===== src/rtl/rpn_tokenizer.sv =====
// rpn_tokenizer: ASCII reverse-Polish character stream to calculator command converter.
// Digits accumulate into an 8-bit operand, delimiters/operators issue push and op commands.
// Optional feature macro: RPN_TOKENIZER_POP_EN makes '.' the pop character (op 1);
// without it '.' is an illegal character.

module rpn_tokenizer #(
    parameter int unsigned MAX_DIGITS = 3
) (
    input  logic       clk,
    input  logic       reset_n,
    input  logic [7:0] char_data,
    input  logic       char_valid,
    output logic       char_ready,
    output logic [7:0] calc_in,
    output logic [2:0] calc_op,
    output logic       calc_apply,
    input  logic       calc_valid,
    output logic       err,
    output logic       idle
);

    localparam int unsigned CNT_W = $clog2(MAX_DIGITS + 1);
    localparam logic [CNT_W-1:0] CNT_MAX = CNT_W'(MAX_DIGITS);

    typedef enum logic [1:0] {
        st_idle,
        st_num,
        st_opq,
        st_error
    } state_t;

    state_t           state;
    logic [7:0]       acc;
    logic [CNT_W-1:0] cnt;
    logic [2:0]       op_q;

    logic       is_digit;
    logic       is_delim;
    logic       is_op;
    logic [2:0] op_code;
    logic [3:0] digit;
    logic [11:0] acc_ext;
    logic       accept;

    // Character classification and the widened decimal accumulate.
    always_comb begin
        digit    = char_data[3:0];
        is_digit = (char_data >= 8'h30) && (char_data <= 8'h39);
        is_delim = (char_data == 8'h20) || (char_data == 8'h0d) || (char_data == 8'h0a);
        is_op    = 1'b1;
        op_code  = 3'd0;
        case (char_data)
            8'h2b:   op_code = 3'd2;  // '+'
            8'h2a:   op_code = 3'd3;  // '*'
            8'h2d:   op_code = 3'd4;  // '-'
            8'h2f:   op_code = 3'd5;  // '/'
            8'h25:   op_code = 3'd6;  // '%'
`ifdef RPN_TOKENIZER_POP_EN
            8'h2e:   op_code = 3'd1;  // '.'
`endif
            default: is_op = 1'b0;
        endcase
        acc_ext = {4'd0, acc} * 12'd10 + {8'd0, digit};
    end

    // Handshake and status outputs; only the operator-pending state stalls the source.
    always_comb begin
        char_ready = (state != st_opq);
        accept     = char_valid && char_ready;
        idle       = (state == st_idle) && !calc_apply;
    end

    // Tokenizer state machine with registered command outputs.
    always_ff @(posedge clk or negedge reset_n) begin
        if (!reset_n) begin
            state      <= st_idle;
            acc        <= 8'd0;
            cnt        <= '0;
            op_q       <= 3'd0;
            calc_apply <= 1'b0;
            calc_op    <= 3'd0;
            calc_in    <= 8'd0;
            err        <= 1'b0;
        end else begin
            calc_apply <= 1'b0;
            if (!calc_valid) begin
                // Calculator rejected a command: abandon everything, including a pending op.
                state <= st_error;
                err   <= 1'b1;
            end else begin
                case (state)
                    st_idle: begin
                        if (accept) begin
                            if (is_digit) begin
                                state <= st_num;
                                acc   <= {4'd0, digit};
                                cnt   <= CNT_W'(1);
                            end else if (is_op) begin
                                calc_apply <= 1'b1;
                                calc_op    <= op_code;
                            end else if (!is_delim) begin
                                state <= st_error;
                                err   <= 1'b1;
                            end
                        end
                    end
                    st_num: begin
                        if (accept) begin
                            if (is_digit) begin
                                if ((cnt >= CNT_MAX) || (acc_ext > 12'd255)) begin
                                    state <= st_error;
                                    err   <= 1'b1;
                                end else begin
                                    acc <= acc_ext[7:0];
                                    cnt <= cnt + 1'b1;
                                end
                            end else if (is_delim || is_op) begin
                                calc_apply <= 1'b1;
                                calc_op    <= 3'd0;
                                calc_in    <= acc;
                                acc        <= 8'd0;
                                cnt        <= '0;
                                op_q       <= op_code;
                                state      <= is_op ? st_opq : st_idle;
                            end else begin
                                state <= st_error;
                                err   <= 1'b1;
                            end
                        end
                    end
                    st_opq: begin
                        calc_apply <= 1'b1;
                        calc_op    <= op_q;
                        state      <= st_idle;
                    end
                    st_error: begin
                        // Sink: characters are consumed and dropped until reset.
                    end
                endcase
            end
        end
    end

endmodule


===== config.mk =====
export PLATFORM = sky130hd
export DESIGN_NAME = rpn_tokenizer
export DESIGN_NICKNAME = d
export VERILOG_FILES = /design/src/rtl/rpn_tokenizer.sv
export SDC_FILE = /design/constraint.sdc
export NUM_CORES = 1
export LEC_CHECK = 0
export CAP_MARGIN = 20
export CORE_UTILIZATION = 27
export CTS_CLUSTER_SIZE = 28
export DETAILED_ROUTE_END_ITERATION = 10
export DONT_BUFFER_PORTS = 1
export MAX_ROUTING_LAYER = met4
export PLACE_DENSITY = 0.46
export SYNTH_ARGS = -nofsm -noshare
export SYNTH_HDL_FRONTEND = slang
export SYNTH_SLANG_ARGS = --single-unit

===== constraint.sdc =====
create_clock -name clk -period 5.56 [get_ports clk]
set_input_delay 0.834 -clock clk [delete_from_list [all_inputs] [get_ports clk]]
set_output_delay 0.834 -clock clk [all_outputs]
set_load 0.01 [all_outputs]

==> flow_summary.yaml, run 1 <==
grt:
  grt_use_met2_pct: 19.5
  antenna_found_initial: 0
  grt.busiest_layer: "met2"
  grt.overflow.total: 0
  grt_use_met1_pct: 17.4
  met3_usage_pct: 1.89
  grt_max_degree: 29
  grt_pass1_wl_um: 7490
  grt_pass1_vias: 1475
  grtUsageTotal_pct: 12.8
sta:
  drv_slew: 0
  setup_violations: 0
  rsz0062_at_grt: "no"
  period_share_pct: 64.5
  clock_skew_ps: 7.52
  max_freq_mhz: 279
  final.setup.tns_ps: 0
  slew-limit-headroom_pct: 47.0
  hold_viol_final: 0
  worstMarginPinSlew_ps: 794
  period_needed_ps: 3590
yosys:
  ys_ff_latch: 28
  avgSynthCellArea_um2: 9.34
  synth_xor_area_share_pct: 4.38
  synth_edf_count: 0
  yosysSeqAreaShare_pct: 35.0
  synth_top_family_by_area: "compound AO/OA/AOI/OAI gates"
  synth_fa_ha_area_share_pct: 14.5
  synth-main-ff-cell: "dfrtp_1"
  yosysWarnings: 0
  synthMuxAreaShare_pct: 4.94
  syn_nets: 248
  synth_compound_area_share_pct: 19.6
  synth.distinct_cells: 42
  yosys.area_share.simple_pct: 15.6
  syn_inst: 214
  async_reset_ff_share_pct: 100
  syn_area_mm2: 0.00200
floorplan:
  die_x_um: 88.1
  fp.dieH_um: 88.1
  io_pins: 27
  num_rows: 31
  coreArea_mm2: 0.00721
  dieArea_mm2: 0.00775
  start_util_pct: 27.7
place:
  io_buffers: 0
  globalplace.congestion: 0.781
  dp_cells: 305
  dp_hpwl_um: 3340
run:
  maxCapViolCount: 0
critical_path:
  cp_data_arrival_time_ps: 3770
  startpoint_type: "flip-flop"
  crit_start: "acc[1]$_DFFE_PN0P_"
  worstReg2RegEnd: "state[1]$_DFFE_PN0P_"
  r2r_setup_slack_ps: 1970
  critical_path.max_fanout: 11
  worst_ep_required_time_ps: 5740
  endpoint: "state[1]$_DFFE_PN0P_"
  crit_type: "flip-flop to flip-flop"
  reg2reg_depth: 11
  timing.rr.start: "acc[1]$_DFFE_PN0P_"
  endpoint_kind: "flip-flop"
layout:
  stdcell_count: 309
  layout_commonest_cell: "dfrtp_1"
  drive_gt1_share_pct: 7.62
  area_growth_pct: 7.32
  fill_cells: 799
  mostFrequentLayoutCells: "28 x dfrtp_1, 20 x ha_1, 19 x nand2_1, 16 x inv_1, 16 x a21oi_1"
  num-nets-final: 245
  antenna_cells: 0
pwr:
  ir_worst_vdd_v: 0.0000681
  total_leakage_power_nw: 0.937
  p_per_area_mw_per_mm2: 178
cts:
  cts_max_level: 1
  numCtsBuffers: 3
  root_buffer: "clkbuf_8"
  tritoncts: "done"
  ctsHoldBuffers: 0
  cts_resized: 0
  worstSkewPairLatency_ps: 280
  postCtsSetupRepairBufs: 0
  cts.sinks: 28
  ctsLongestPathBuffers: 2
  clk_pin_slew_ps: 110
detailed_routing:
  num_vias: 1516
  wl_per_cell_um: 14.1
  ant_nets: 0
  drc: 0
  first_pass_iters: 4
  wl_um: 4360
  vias_per_cell: 4.91
  drtIter0Drc: 67
outcome:
  outcome: "finished clean"
worst_hold_path:
  hold_path.class: "primary input to async pin"
-- power by group --
part | internal (mW) | switching (mW) | total (mW) | leakage (nW)
Clock | 0.0966 | 0.0699 | 0.166 | 0.0357
Sequential | 0.204 | 0.000218 | 0.204 | 0.355
Combinational | 0.00519 | 0.00626 | 0.0115 | 0.546
-- sequential cells by signal (all words and copies together) (netlist names) --
signal and count:
state 2, calc_op 3, op_q 3, acc 8, err 1, calc_in 8, cnt 2, calc_apply 1
-- kinds of logic (layout without fill, tap and decap cells) --
| family | count (synthesis) | count (layout) |
|---|---|---|
| xor gates and xnor gates | 10 | 10 |
| DFF | 28 | 28 |
| AOI/OAI and AO/OA | 59 | 59 |
| muxes | 9 | 9 |
| buffers and inverters | 25 | 21 |
| and+or+nand+nor | 61 | 61 |
| adders and majority gates | 22 | 22 |
-- synth_stat cells, types with 2 or more instances --
cell,instances,share of area [%]
and4_1,2,0.88
o211ai_1,3,1.1
nand2_1,19,3.6
nor3_2,2,1.0
nor2_1,13,2.4
inv_1,16,3.0
mux2_2,7,3.9
o21ai_0,11,2.8
buf_6,3,1.7
o31a_1,2,0.88
o21a_1,3,1.1
ha_1,20,13
o21bai_1,2,0.75
nor2b_1,3,0.94
a22o_1,6,2.6
nand3_1,4,1.0
nor4_1,3,0.94
or3_1,2,0.63
a22oi_1,3,1.1
mux2i_1,2,1.0
fa_1,2,2.0
nor3_1,5,1.3
xnor2_1,5,2.2
a21o_1,2,0.75
clkbuf_1,6,1.1
o22ai_1,2,0.63
o221ai_1,2,0.88
o2111ai_1,3,1.3
xor2_1,5,2.2
a21oi_1,16,4.0
dfrtp_1,28,35
nand2b_1,2,0.63
-- routing by layer --
| layer | up-vias | routed length, um |
|---|---|---|
| met5 | - | 0 |
| met4 | 0 | 61 |
| met3 | 5 | 158 |
| met2 | 31 | 1910 |
| met1 | 720 | 2230 |
| li1 | 760 | - |
-- layout make-up --
type	count	area [um^2]	area share [%]
timing repair buffer	1	7.51	0.350
multi-input combinational	161	1180	55.1
sequential	28	701	32.7
tap	99	124	5.77
inverter	16	60.1	2.80
clock inverter	1	30.0	1.40
clock buffer	3	41.3	1.92
-- critical path: stages, from the launching register on --
cell	delay, ps
dfrtp_1	460
ha_1	310
ha_1	160
inv_1	60
fa_1	390
nand2b_1	160
a21oi_1	290
xnor2_1	130
and4_1	210
o2111ai_1	660
o22a_1	310
mux2_2	340
-- stage by stage --
step	power, mW	worst slack [ps]	util (%)	area (um^2)	hold slack [ps]
after floorplan	0.220	2450	-	2000	450
after global placement	0.219	2070	28.8	2070	473
after detailed placement	0.219	1970	28.8	2070	475
after CTS	0.390	1960	29.7	2150	217
after global routing	0.403	1760	29.7	2150	196
final	0.382	1970	29.7	2150	229
-- how the worst min path moves through the flow --
stage | depth (start not counted) | start | slack (ps) | endpoint
floorplan | 2 | op_q[1]$_DFFE_PN0P_ | 450 | op_q[1]$_DFFE_PN0P_
global placement | 2 | op_q[2]$_DFFE_PN0P_ | 470 | op_q[2]$_DFFE_PN0P_
detailed placement | 2 | op_q[1]$_DFFE_PN0P_ | 480 | op_q[1]$_DFFE_PN0P_
CTS | 0 | reset_n | 220 | err$_DFFE_PN0P_
global route | 0 | reset_n | 200 | calc_in[1]$_DFFE_PN0P_
finish | 0 | reset_n | 230 | state[0]$_DFFE_PN0P_
Power figures use the tool's default switching activity.
==> run 2: changes to the inputs <==
Clock period 5.56 ns to 3.5 ns, I/O delays scaled along.
==> run 2 against run 1 <==
Effect of this change: first-iteration DRC count increased by 34%; die area unchanged; global-route usage increased by 0.78 points; worst setup slack got worse by 1700 ps; critical path depth unchanged; power increased by 48%; sequential share of layout area decreased by 0.17 points; non-clock buffer count increased by 2; critical endpoint is now state[0]$_DFFE_PN0P_; largest cell class unchanged.
==> flow_summary.yaml, run 2 (synthesis gave the netlist of run 1 again) <==
floorplan:
  coreArea_mm2: 0.00721
  fp.dieH_um: 88.1
  num_rows: 31
  die_x_um: 88.1
  dieArea_mm2: 0.00775
  io_pins: 27
  start_util_pct: 27.7
grt:
  grtUsageTotal_pct: 13.6
  antenna_found_initial: 0
  grt_pass1_wl_um: 7940
  grt_max_degree: 29
  grt.overflow.total: 0
  grt_pass1_vias: 1588
critical_path:
  crit_start: "acc[1]$_DFFE_PN0P_"
  endpoint_kind: "flip-flop"
  critical_path.max_fanout: 6
  cp_data_arrival_time_ps: 3380
  startpoint_type: "flip-flop"
  crit_type: "flip-flop to flip-flop"
  worst_ep_required_time_ps: 3680
  r2r_setup_slack_ps: 300
  timing.rr.start: "acc[1]$_DFFE_PN0P_"
pwr:
  p_per_area_mw_per_mm2: 261
  power_frac_seq_pct: 57.4
  power_mw: 0.564
  switching_share_pct: 22.8
  p_comb_share_pct: 4.9
  ir_worst_vdd_v: 0.000103
  intPower_mw: 0.435
  power_switching_mw: 0.129
  clkPwrFrac_pct: 37.7
  total_leakage_power_nw: 0.945
sta:
  drv_slew: 0
  rsz0062_at_grt: "no"
  hold_viol_final: 0
  final.setup.tns_ps: 0
  period_needed_ps: 3200
  worstMarginPinSlew_ps: 496
  period_share_pct: 91.4
  max_freq_mhz: 313
  hold_ws_ps: 47.2
  final.setup.worst_slack_ps: 303
  slew-limit-headroom_pct: 66.9
  clock_skew_ps: 5.34
  setup_violations: 0
cts:
  clk_pin_slew_ps: 110
  cts_resized: 0
  worstSkewPairLatency_ps: 280
  cts.sinks: 28
  tritoncts: "done"
  numCtsBuffers: 3
  ctsLongestPathBuffers: 2
  cts_max_level: 1
  root_buffer: "clkbuf_8"
detailed_routing:
  drc: 0
  vias_per_cell: 4.91
  num_vias: 1527
  wl_um: 4590
  drtIter0Drc: 90
  ant_nets: 0
  first_pass_iters: 4
  wl_per_cell_um: 14.8
layout:
  fill_cells: 783
  fin_util_pct: 29.9
  reg.largest.list: "acc x8, calc_in x8"
  drive_gt1_share_pct: 8.49
  seqCellArea_um2: 701
  post-route-cell-area_mm2: 0.00216
  num-nets-final: 247
  multi_input_area_mm2: 0.00118
  area_growth_pct: 7.88
  layout_commonest_cell: "dfrtp_1"
  antenna_cells: 0
  stdcell_count: 311
  mostFrequentLayoutCells: "28 x dfrtp_1, 20 x ha_1, 19 x nand2_1, 16 x inv_1, 16 x a21oi_1"
outcome:
  outcome: "finished clean"
run:
  maxCapViolCount: 0
place:
  place_area_mm2: 0.00208
  dp_cells: 306
  dp_hpwl_um: 3490
  dpl_worst_slack_ps: 298
  io_buffers: 0
  globalplace.congestion: 0.744
worst_hold_path:
  hold_path.class: "primary input to async pin"
-- run 2: cell types whose count changed in the layout (fill, tap and decap cells not counted) --
| cell | before | now |
|---|---|---|
| buf_4 | 1 | 2 |
| buf_12 | 0 | 1 |
| clkbuf_8 | 3 | 4 |
| bufinv_16 | 1 | 0 |
-- run 2: critical path, stage by stage (launching register included) --
cell	delay, ps
dfrtp_1	450
ha_1	310
ha_1	210
inv_1	70
fa_1	430
nand2b_1	200
nor3_1	330
a22o_1	190
mux2i_1	70
o2111ai_1	240
o22a_1	270
mux2_2	340
-- run 2: cell type report --
cell class | instances | share of cell area [%]
inverters | 16 | 2.78
flip-flops and latches | 28 | 32.5
well taps | 99 | 5.74
clock buffers | 4 | 2.55
multi-input cells | 161 | 54.8
repair buffers | 3 | 1.62
-- run 2: layer usage --
| metal | global-route usage [%] | vias up | wire length (um) |
|---|---|---|---|
| li1 | - | 769 | - |
| met1 | 17.7 | 735 | 2300 |
| met2 | 22.3 | 18 | 2120 |
| met3 | 1.04 | 5 | 97 |
| met4 | 4.40 | 0 | 68 |
| met5 | - | - | 0 |
-- run 2: timing repair --
action | CTS | global route
setup buffers | 0 | 0
endpoints found under the hold margin | 28 | 0
hold buffers | 1 | 0
-- run 2: power by group through the flow --
stage / clock network (mW) / registers, mW / logic [mW]
2_1_floorplan: 0 / 0.330 / 0.0187
5_1_grt: 0.234 / 0.324 / 0.0316
3_5_place_dp: 0 / 0.330 / 0.0184
3_3_place_gp: 0 / 0.330 / 0.0184
4_1_cts: 0.222 / 0.324 / 0.0283
6_report: 0.213 / 0.324 / 0.0274
-- run 2: final timing paths --
check	endpoint	cells past startpoint
worst min-delay path	err$_DFFE_PN0P_	1
max in group asynchronous	acc[3]$_DFFE_PN0P_	1
min in group clk	err$_DFFE_PN0P_	1
worst min register to register	op_q[0]$_DFFE_PN0P_	2
worst max-delay path	state[0]$_DFFE_PN0P_	11
worst max register to register	state[0]$_DFFE_PN0P_	11
==> run 3: changes to the inputs <==
Settings changed: CORE_ASPECT_RATIO set to 1.2, MAX_ROUTING_LAYER met4 to unset, SKIP_LAST_GASP set to 1.
==> run 3 against run 2 <==
Effect of this change: clock power rose by 23%; first-iteration DRC count fell by 41%; critical path depth rose by 1; clock-buffer cell count fell by 1; global-route usage fell by 0.82 points; die area barely moved; non-clock buffer count rose by 1; register-to-register slack improved by 30 ps; clock skew rose by 2.0 ps; utilization rose by 0.28 points.
==> flow_summary.yaml, run 3 (synthesis gave the netlist of run 1 again) <==
outcome:
  outcome: "finished clean"
sta:
  final.setup.worst_slack_ps: 334
  hold_viol_final: 0
  worstMarginPinSlew_ps: 513
  period_needed_ps: 3170
  period_share_pct: 90.5
  final.setup.tns_ps: 0
  drv_slew: 0
  setup_violations: 0
  slew-limit-headroom_pct: 65.8
  clock_skew_ps: 7.37
  rsz0062_at_grt: "no"
  max_freq_mhz: 316
critical_path:
  endpoint_kind: "flip-flop"
  crit_type: "flip-flop to flip-flop"
  worst_path_most_repeated_cell: "ha_1"
  worst_ep_required_time_ps: 3670
  cpPeakStageDelay_ps: 440
  startpoint_type: "flip-flop"
  cp_slowest_cell: "dfrtp_1"
  crit_chain: "ha_1 > ha_1 > inv_1 > fa_1 > nand2b_1 > nor3_1 > a22o_1 > mux2i_1 > o2111ai_1 > buf_4 > o22a_1 > mux2_2"
  critical_path.max_fanout: 11
  cp_data_arrival_time_ps: 3340
cts:
  ctsLongestPathBuffers: 2
  postCtsSetupRepairBufs: 0
  worstSkewPairLatency_ps: 280
  numCtsBuffers: 3
  root_buffer: "clkbuf_8"
  cts_max_level: 1
  cts.sinks: 28
  clk_pin_slew_ps: 110
  tritoncts: "done"
floorplan:
  coreArea_mm2: 0.00719
  dieArea_mm2: 0.00775
  fp.dieH_um: 96.3
  start_util_pct: 27.8
  io_pins: 27
  die_x_um: 80.6
  num_rows: 34
grt:
  grtUsageTotal_pct: 12.8
  grt_pass1_vias: 1531
  grt_max_degree: 29
  antenna_found_initial: 0
  grt.overflow.total: 0
  grt_pass1_wl_um: 7480
layout:
  num-nets-final: 248
  stdcell_count: 303
  post-route-cell-area_mm2: 0.00217
  mostFrequentLayoutCells: "28 x dfrtp_1, 20 x ha_1, 19 x nand2_1, 16 x inv_1, 16 x a21oi_1"
  drive_gt1_share_pct: 8.92
  area_growth_pct: 8.51
  reg.largest.list: "acc x8, calc_in x8"
  antenna_cells: 0
  layout_commonest_cell: "dfrtp_1"
pwr:
  total_leakage_power_nw: 0.957
  ir_worst_vdd_v: 0.000144
  p_per_area_mw_per_mm2: 283
run:
  maxCapViolCount: 0
detailed_routing:
  first_pass_iters: 4
  wl_per_cell_um: 15.1
  vias_per_cell: 4.99
  drtIter0Drc: 53
  wl_um: 4570
  drc: 0
  num_vias: 1511
  ant_nets: 0
place:
  place_area_mm2: 0.00208
  globalplace.congestion: 0.771
  io_buffers: 0
  dpl_worst_slack_ps: 345
  dp_cells: 298
  dp_hpwl_um: 3540
worst_hold_path:
  hold_path.class: "primary input to async pin"
-- run 3: per-layer routing --
layer  vias up  share of wire [%]  global-route usage (%)  wire length, um
met5         -                  0                       0                0
li1        770                  -                       -                -
met4         0                1.0                    4.46               48
met2        23                 48                    22.0             2180
met1       716                 45                    15.3             2070
met3         2                5.9                    3.22              271
-- run 3: report_power, final --
group          internal [mW]  total (mW)  switching [mW]
combinational         0.0105      0.0266          0.0162
sequential             0.324       0.324        0.000332
clock                  0.153       0.263           0.110
-- run 3: repair_timing --
action / in CTS / in global routing
resized for setup: 0 / 0
endpoints found under the hold margin: 28 / 0
hold buffers: 1 / 0
-- run 3: final timing paths --
kind                                   endpoint  slack [ps]                 from  cells after the start
setup / recovery           state[1]$_DFFE_PN0P_         330   acc[1]$_DFFE_PN0P_                     12
hold / removal               acc[5]$_DFFE_PN0P_          50              reset_n                      1
setup reg to reg           state[1]$_DFFE_PN0P_         330   acc[1]$_DFFE_PN0P_                     12
hold reg to reg             op_q[1]$_DFFE_PN0P_         490  op_q[1]$_DFFE_PN0P_                      2
max in group asynchronous       err$_DFFE_PN0P_        3290              reset_n                      1
min in group clk                err$_DFFE_PN0P_         340           calc_valid                      1
-- run 3: critical path: cells and delay by family, from the launching register on --
kind / cells / cell delay, ps
DFF: 1 / 440
adders and majority gates: 3 / 960
AOI/OAI and AO/OA: 3 / 480
and+or+nand+nor: 2 / 500
buffers and inverters: 2 / 270
muxes: 2 / 410
-- run 3: through the flow --
step | utilization [%] | hold slack, ps | power [mW]
detailed placement | 28.9 | 230 | 0.348
floorplan | - | 229 | 0.349
global placement | 28.9 | 230 | 0.349
finish | 30.2 | 49.6 | 0.614
global route | 30.2 | 48.2 | 0.639
CTS | 30.2 | 48.8 | 0.629
-- run 3: area by class of cell --
cell class	instances	area, um^2
multi-input cells	161	1180
clock buffers	3	41.3
flip-flops and latches	28	701
well taps	90	113
fillers	738	5020
repair buffers	4	42.5
inverters	16	60.1
clock inverters	1	30.0
